===== src/rtl/alu_share_arbiter.sv =====
// alu_share_arbiter: shares one combinational ALU between two requesters.
// Requests are granted round-robin and executed one at a time. The ALU is driven
// from registers for a single EXEC cycle. The result and flags are returned over a
// registered valid/ready response channel.
// Optional feature macro: ALU_ARB_OPCHECK_EN. When it is defined, opcode 7 is
// answered directly with an error response (rsp_err) and is never sent to the ALU.
module alu_share_arbiter #(
    parameter int WIDTH = 32,
    parameter int NREQ  = 2
) (
    input  logic             clk,
    input  logic             rst,
    input  logic [NREQ-1:0]  req_valid,
    output logic [NREQ-1:0]  req_ready,
    input  logic [2:0]       req_op0,
    input  logic [2:0]       req_op1,
    input  logic [WIDTH-1:0] req_a0,
    input  logic [WIDTH-1:0] req_b0,
    input  logic [WIDTH-1:0] req_a1,
    input  logic [WIDTH-1:0] req_b1,
    output logic [NREQ-1:0]  rsp_valid,
    input  logic [NREQ-1:0]  rsp_ready,
    output logic [WIDTH-1:0] rsp_result,
    output logic             rsp_zero,
    output logic             rsp_negative,
`ifdef ALU_ARB_OPCHECK_EN
    output logic             rsp_err,
`endif
    output logic [2:0]       alu_opcode,
    output logic [WIDTH-1:0] alu_in1,
    output logic [WIDTH-1:0] alu_in2,
    input  logic [WIDTH-1:0] alu_result,
    input  logic             alu_zero,
    input  logic             alu_negative
);

    typedef enum logic [1:0] {
        IDLE = 2'd0,
        EXEC = 2'd1,
        RESP = 2'd2
    } state_t;

    state_t            state;
    logic              ptr;
    logic              owner;
    logic              grant;
    logic [2:0]        sel_op;
    logic [WIDTH-1:0]  sel_a;
    logic [WIDTH-1:0]  sel_b;
    logic              illegal_op;

    // Round-robin grant: a lone requester always wins, a tie goes to the pointer.
    always_comb begin
        grant     = 1'b0;
        req_ready = '0;
        if (state == IDLE && !rst && req_valid != '0) begin
            if (req_valid[0] && req_valid[1]) begin
                grant = ptr;
            end else begin
                grant = req_valid[1];
            end
            req_ready = grant ? 2'b10 : 2'b01;
        end
    end

    // Operation of whichever requester holds the grant.
    always_comb begin
        sel_op = grant ? req_op1 : req_op0;
        sel_a  = grant ? req_a1  : req_a0;
        sel_b  = grant ? req_b1  : req_b0;
    end

`ifdef ALU_ARB_OPCHECK_EN
    assign illegal_op = (sel_op == 3'd7);
`else
    assign illegal_op = 1'b0;
`endif

    // Sequencer. The ALU drive registers only change when a legal operation is
    // accepted, so the ALU sees stable inputs and never sees opcode 7 in checked builds.
    always_ff @(posedge clk) begin
        if (rst) begin
            state        <= IDLE;
            ptr          <= 1'b0;
            owner        <= 1'b0;
            rsp_valid    <= '0;
            rsp_result   <= '0;
            rsp_zero     <= 1'b0;
            rsp_negative <= 1'b0;
`ifdef ALU_ARB_OPCHECK_EN
            rsp_err      <= 1'b0;
`endif
            alu_opcode   <= 3'd0;
            alu_in1      <= '0;
            alu_in2      <= '0;
        end else begin
            case (state)
                IDLE: begin
                    if (req_ready != '0) begin
                        owner <= grant;
                        if (illegal_op) begin
                            rsp_valid    <= {grant, !grant};
                            rsp_result   <= '0;
                            rsp_zero     <= 1'b1;
                            rsp_negative <= 1'b0;
`ifdef ALU_ARB_OPCHECK_EN
                            rsp_err      <= 1'b1;
`endif
                            state        <= RESP;
                        end else begin
                            alu_opcode <= sel_op;
                            alu_in1    <= sel_a;
                            alu_in2    <= sel_b;
                            state      <= EXEC;
                        end
                    end
                end
                EXEC: begin
                    rsp_result   <= alu_result;
                    rsp_zero     <= alu_zero;
                    rsp_negative <= alu_negative;
`ifdef ALU_ARB_OPCHECK_EN
                    rsp_err      <= 1'b0;
`endif
                    rsp_valid    <= {owner, !owner};
                    state        <= RESP;
                end
                RESP: begin
                    if (rsp_ready[owner]) begin
                        rsp_valid <= '0;
                        ptr       <= !owner;
                        state     <= IDLE;
                    end
                end
                default: begin
                    state <= IDLE;
                end
            endcase
        end
    end

endmodule


===== config.mk =====
export PLATFORM = sky130hd
export DESIGN_NAME = alu_share_arbiter
export DESIGN_NICKNAME = d
export VERILOG_FILES = /design/src/rtl/alu_share_arbiter.sv
export SDC_FILE = /design/constraint.sdc
export NUM_CORES = 1
export LEC_CHECK = 0
export CORE_MARGIN = 4
export CORE_UTILIZATION = 39
export CTS_CLUSTER_SIZE = 10
export DETAILED_ROUTE_END_ITERATION = 10
export PLACE_DENSITY = 0.82
export SETUP_SLACK_MARGIN = 0.5
export SLEW_MARGIN = 20
export SYNTH_ARGS = -nofsm -noshare
export SYNTH_HDL_FRONTEND = slang
export SYNTH_SLANG_ARGS = --single-unit

===== constraint.sdc =====
create_clock -name clk -period 2.05 [get_ports clk]
set_clock_uncertainty 0.2 [all_clocks]
set_input_delay 0.205 -clock clk [delete_from_list [all_inputs] [get_ports clk]]
set_output_delay 0.205 -clock clk [all_outputs]
set_load 0.005 [all_outputs]

==> impl_metrics.json, run 1 <==
{
  "grt_max_degree": 107,
  "fin_crit_sh_pct": 86.0,
  "cts_num_sinks": 107,
  "startpoint_type": "primary input",
  "grt_pass1_wl_um": 29400,
  "initial_core_util_pct": 40.4,
  "power.density_nw_per_um2": 686,
  "syn_area_per_cell_um2": 8.46,
  "rsz0062_at_grt": "yes",
  "hold_buffers": 0,
  "multi_input_area_um2": 2550,
  "die_area_um2": 14500,
  "dp_hpwl_um": 12700,
  "clockBufferDepth": 2,
  "syn_to_final_growth_pct": 73.9,
  "clkTransAtPathRegs_ns": 0.06,
  "cts-htree-levels": 3,
  "p_leak_nw": 3.36,
  "arrival_ns": 1.36,
  "ys_warn_count": 0,
  "hold_viol": 0,
  "synth_cells": 581,
  "drt_wl_total_um": 20800,
  "cp_max_fo": 2,
  "fin_util_pct": 70.3,
  "total_power_mw": 5.86,
  "antenna_found_initial": 0,
  "io_buffer_count": 278,
  "cp-end-kind": "primary output",
  "power_frac_seq_pct": 40.6,
  "gp_congestion": 0.818,
  "period_minus_slack_ns": 1.76,
  "cts_buffers": 9,
  "drt_pass1_iterations": 5,
  "drive_gt1_share_pct": 13.3,
  "yosysUniqueCellTypes": 26,
  "die_w_um": 120,
  "max-vdd-ir-drop_mv": 0.371,
  "slew_violations": 0,
  "swShare_pct": 28.5,
  "slew_headroom_pct": 38.7,
  "diodes": 0,
  "final_cell_mix": "clkdlybuf4s50_1 (171), dlygate4sd2_1 (103), a21oi_1 (102)",
  "crit_type": "primary input to primary output",
  "synth_seq_cells": 107,
  "syn_area_um2": 4920,
  "fmax_mhz": 567,
  "dr_total_vias": 5735,
  "internal_power_mw": 4.19,
  "yosysSeqAreaShare_pct": 43.6,
  "wl_per_cell_um": 20.7,
  "row_count": 40,
  "cap_viol_max_count": 0,
  "hp-class": "primary input to flop",
  "clockPowerShare_pct": 29.7,
  "required_ns": 1.64,
  "design.core.area_um2": 12200,
  "cts_root_buffer": "clkbuf_16",
  "worst_pin_slew_ns": 0.919,
  "outcome": "completed",
  "viasPerCell": 5.71,
  "drtIter0Drc": 516,
  "final_nets": 1006,
  "insertion_delay_ns": 0.35,
  "overflow": 0,
  "gr-usage-all-layers_pct": 25.6,
  "ant_nets": 0,
  "syn-num-nets": 755,
  "fillCellCount": 985,
  "die_y_um": 120,
  "power_switching_mw": 1.67,
  "setup_viol": 0,
  "final-seq-area_um2": 2160,
  "pin_count": 279,
  "drc": 0,
  "pwr-share-comb_pct": 29.8,
  "grt_pass1_vias": 5583,
  "tritoncts": "done",
  "final_common_cell": "clkdlybuf4s50_1"
}
## metal layers
layer  wire, um  vias up  GRT usage (%)
met5          0        -              0
met4        797        0           13.3
met3       2430       55           8.65
li1           -     2649              -
met2       9910      340           42.2
met1       7620     2691           29.3
## flip-flops by register name, summed over array words and instances, names as in the netlist
signal,flops
rsp_result,32
rsp_valid,2
rsp_negative,1
alu_in1,32
alu_in2,32
owner,1
rsp_zero,1
alu_opcode,3
state,2
ptr,1
## kinds of logic after synthesis
group,Yosys count,share of synthesized area (%)
AOI/OAI and AO/OA,245,31.7
and+or+nand+nor,150,17.5
DFF,107,43.6
buffers and inverters,78,7.05
muxes,1,0.204
## per-stage QoR
step           hold WS [ns]  worst slack (ns)  area [um^2]  instances  setup TNS (ns)
2_1_floorplan         0.141             0.424         4950        581               0
3_3_place_gp          0.243           -0.0628         7740        970           -3.46
3_5_place_dp          0.248            -0.123         7740        970           -5.61
4_1_cts               0.191             0.253         8280        999               0
5_1_grt               0.213             0.201         8550       1005               0
6_report              0.202             0.286         8550       1005               0
## layout make-up
| type | count | share of cell area, % |
|---|---|---|
| Sequential cell | 107 | 25.3 |
| Multi-Input combinational cell | 396 | 29.8 |
| Tap cell | 168 | 2.46 |
| Clock inverter | 6 | 0.775 |
| Clock buffer | 10 | 2.68 |
| Inverter | 2 | 0.0878 |
| Timing Repair Buffer | 316 | 38.9 |
## repair_timing
action                                 in CTS  in global routing
setup buffers                               5                  0
cloned                                      8                  6
endpoints found under the hold margin       0                  0
pin swaps                                   4                 29
resized for setup                         151                 28
setup endpoints to repair                 208                106
## power by group through the flow
stage,Combinational (mW),Clock [mW],Sequential (mW)
5_1_grt,1.87,1.84,2.40
4_1_cts,1.61,1.77,2.38
3_3_place_gp,1.49,0,2.42
3_5_place_dp,1.53,0,2.42
6_report,1.75,1.74,2.38
2_1_floorplan,0.678,0,2.42
## worst paths after layout
path / startpoint / endpoint / slack, ns / cells after the start
max: req_valid[0] / req_ready[0] / 0.29 / 5
min: alu_result[15] / rsp_result[15]$_SDFFE_PP0P_ / 0.20 / 3
max reg2reg: state[0]$_SDFFE_PP0P_ / alu_in2[16]$_SDFFE_PP0P_ / 0.32 / 6
min reg2reg: rsp_result[4]$_SDFFE_PP0P_ / rsp_result[4]$_SDFFE_PP0P_ / 0.25 / 2
## worst max-delay path, cell delays in order
cell,delay (ns)
clkdlybuf4s50_1,0.43
or2_2,0.31
and2_4,0.16
and2_4,0.13
buf_6,0.11
## synthesized netlist by cell type
cell type / instances / area share, %
clkbuf_2: 1 / 0.10
and3b_1: 1 / 0.18
a2111oi_0: 1 / 0.18
buf_2: 12 / 1.2
nand3b_1: 70 / 11
and2_1: 2 / 0.25
or2_0: 1 / 0.13
mux2i_1: 1 / 0.20
nor2_1: 2 / 0.15
a311oi_2: 10 / 3.1
nand2_1: 69 / 5.3
o21bai_1: 2 / 0.31
nor3_4: 1 / 0.33
a21oi_1: 104 / 11
inv_2: 1 / 0.076
buf_6: 3 / 0.69
a221oi_1: 1 / 0.18
inv_1: 1 / 0.076
dfxtp_1: 107 / 44
clkbuf_1: 56 / 4.3
buf_4: 4 / 0.61
a21bo_2: 1 / 0.20
a311oi_1: 57 / 10
nor2b_1: 2 / 0.25
o21ai_0: 69 / 7.0
nand2b_1: 2 / 0.25
Power figures use the tool's default switching activity.
==> inputs of run 2 (changes only) <==
- CORE_UTILIZATION: 39 -> 30
- GPL_ROUTABILITY_DRIVEN: not set -> 0
- PLACE_DENSITY: 0.82 -> 0.65
==> run 2 against run 1 <==
Net effect: via count is 1.1% lower; critical path depth stayed put; critical path type is now flop to primary output; worst hold slack better by 0.00090 ns; clock power hardly changed; sequential cell count stayed put; largest power group unchanged; sequential power hardly changed; final cell count is 6.6% higher; combinational power is 10% higher; first-iteration DRC count is 36% lower.
==> impl_metrics.json, run 2 (synthesis gave the netlist of run 1 again) <==
{
  "outcome": "completed",
  "dp_hpwl_um": 12700,
  "grt_pass1_vias": 5414,
  "arrival_ns": 1.41,
  "gr-usage-all-layers_pct": 21.3,
  "hold_start": "alu_result[21]",
  "clockPowerShare_pct": 29.0,
  "final_common_cell": "clkdlybuf4s50_1",
  "die_y_um": 136,
  "pin_count": 279,
  "min_path_cells": 3,
  "drtIter0Drc": 330,
  "insertion_delay_ns": 0.34,
  "crit_slowest_cell": "dfxtp_2",
  "grt_pass1_wl_um": 30700,
  "cts_num_sinks": 107,
  "top_regs": "alu_in1 x32, alu_in2 x32, rsp_result x32",
  "r2r-start": "state[0]$_SDFFE_PP0P_",
  "design.core.area_um2": 16000,
  "final-seq-area_um2": 2170,
  "slew_violations": 0,
  "hp-class": "primary input to flop",
  "viasPerCell": 5.30,
  "power.density_nw_per_um2": 664,
  "internal_power_mw": 4.33,
  "overflow": 0,
  "p_leak_nw": 3.67,
  "fmax_mhz": 552,
  "required_ns": 1.64,
  "hold_viol": 0,
  "period_minus_slack_ns": 1.81,
  "grt_max_degree": 107,
  "cts_buffers": 9,
  "setup_viol": 0,
  "cts-htree-levels": 3,
  "fin_crit_sh_pct": 88.4,
  "multi_input_area_um2": 2690,
  "slew_headroom_pct": 29.4,
  "diodes": 0,
  "drive_gt1_share_pct": 18.1,
  "drt_pass1_iterations": 5,
  "clockBufferDepth": 2,
  "crit_buf_inv": 2,
  "row_count": 46,
  "worstPathCellList": "nor3_4 > buf_6 > and2_4 > and2_4 > buf_6",
  "max_stage_delay_ns": 0.34,
  "wl_per_cell_um": 19.8,
  "ff2ff_path_depth": 8,
  "rsz0062_at_grt": "yes",
  "clkTransAtPathRegs_ns": 0.07,
  "crit_family": "simple AND/OR/NAND/NOR gates",
  "worst_pin_slew_ns": 1.06,
  "r2r_setup_slack_ns": 0.26,
  "crit_type": "flop to primary output",
  "ant_nets": 0,
  "final_nets": 1024,
  "cp_max_fo": 2,
  "fillCellCount": 1442,
  "syn_to_final_growth_pct": 85.7,
  "hold_end": "rsp_result[21]$_SDFFE_PP0P_",
  "initial_core_util_pct": 30.7,
  "power_frac_seq_pct": 39.2,
  "die_area_um2": 18500,
  "swShare_pct": 28.7,
  "max-vdd-ir-drop_mv": 0.414,
  "r2r_end": "alu_in2[25]$_SDFFE_PP0P_",
  "startpoint_type": "flop",
  "dp_slack_ns": -0.185,
  "power_switching_mw": 1.74,
  "place_inst": 1017,
  "drt_wl_total_um": 21200,
  "setup_ws_ns": 0.238,
  "tritoncts": "done",
  "final_cell_mix": "clkdlybuf4s50_1 (170), a21oi_1 (98), dlygate4sd2_1 (92)",
  "die_w_um": 136,
  "cap_viol_max_count": 0,
  "io_buffer_count": 278,
  "total_power_mw": 6.07,
  "pwr-share-comb_pct": 31.8,
  "cp-end-kind": "primary output",
  "dr_total_vias": 5674,
  "whs_ns": 0.203,
  "stdcell_count": 1071,
  "cts_root_buffer": "clkbuf_16",
  "hold_buffers": 0,
  "drc": 0,
  "antenna_found_initial": 0
}
## run 2: cell count changes in the layout (fill, tap and decap cells not counted), moves of 4 or more
| cell | before | now |
|---|---|---|
| a21oi_2 | 2 | 6 |
| dfxtp_1 | 90 | 86 |
| a311oi_2 | 25 | 43 |
| buf_6 | 6 | 12 |
| dlygate4sd2_1 | 103 | 92 |
| a21oi_1 | 102 | 98 |
| buf_16 | 6 | 15 |
| buf_12 | 7 | 15 |
| dlymetal6s2s_1 | 0 | 12 |
| a311oi_1 | 42 | 24 |
## run 2: worst register-to-register path: stages (launching register included)
cell	delay, ns
dfxtp_2	0.34
nor3_4	0.22
buf_6	0.14
and2_4	0.13
buf_6	0.12
buf_16	0.15
buf_12	0.11
buf_16	0.13
a311oi_2	0.09
## run 2: worst max path at each step
stage,from,endpoint,slack (ns),depth (start not counted)
floorplan,state[0]$_SDFFE_PP0P_,alu_in1[20]$_SDFFE_PP0P_,0.42,7
global placement,req_valid[0],alu_in1[16]$_SDFFE_PP0P_,-0.16,5
detailed placement,req_valid[0],alu_in1[14]$_SDFFE_PP0P_,-0.19,5
CTS,state[0]$_SDFFE_PP0P_,req_ready[0],0.24,5
global route,state[0]$_SDFFE_PP0P_,req_ready[0],0.18,5
finish,state[0]$_SDFFE_PP0P_,req_ready[0],0.24,5
## run 2: timing repair
item	CTS	global route
gates resized for setup	167	67
pin swaps	10	12
cloned	14	2
endpoints found under the setup margin	208	118
setup buffers	18	4
## run 2: power by group through the flow
stage	Sequential, mW	Clock, mW	Combinational, mW
6_report	2.38	1.76	1.93
5_1_grt	2.40	1.89	2.06
4_1_cts	2.37	1.80	1.79
3_5_place_dp	2.42	0	1.54
3_3_place_gp	2.41	0	1.51
2_1_floorplan	2.42	0	0.678
## run 2: through the flow
| stage | util [%] | cell area [um^2] | TNS, ns |
|---|---|---|---|
| after CTS | 54.5 | 8720 | 0 |
| final | 57.1 | 9130 | 0 |
| after global routing | 57.1 | 9130 | 0 |
| after floorplan | - | 4950 | 0 |
| after global placement | 48.8 | 7810 | -9.72 |
| after detailed placement | 48.8 | 7810 | -10.99 |
## run 2: cell type report
| class | count | area share (%) |
|---|---|---|
| repair buffers | 334 | 40.5 |
| multi-input cells | 396 | 29.4 |
| flip-flops and latches | 107 | 23.8 |
| well taps | 216 | 2.96 |
| clock buffers | 10 | 2.51 |
| clock inverters | 6 | 0.712 |
| inverters | 2 | 0.0822 |
## run 2: layer usage
metal / vias to the layer above / track usage [%] / share of wire, %
li1: 2698 / - / -
met1: 2686 / 26.8 / 41
met2: 264 / 35.7 / 49
met3: 26 / 5.59 / 8.5
met4: 0 / 6.27 / 1.7
met5: - / 0 / 0
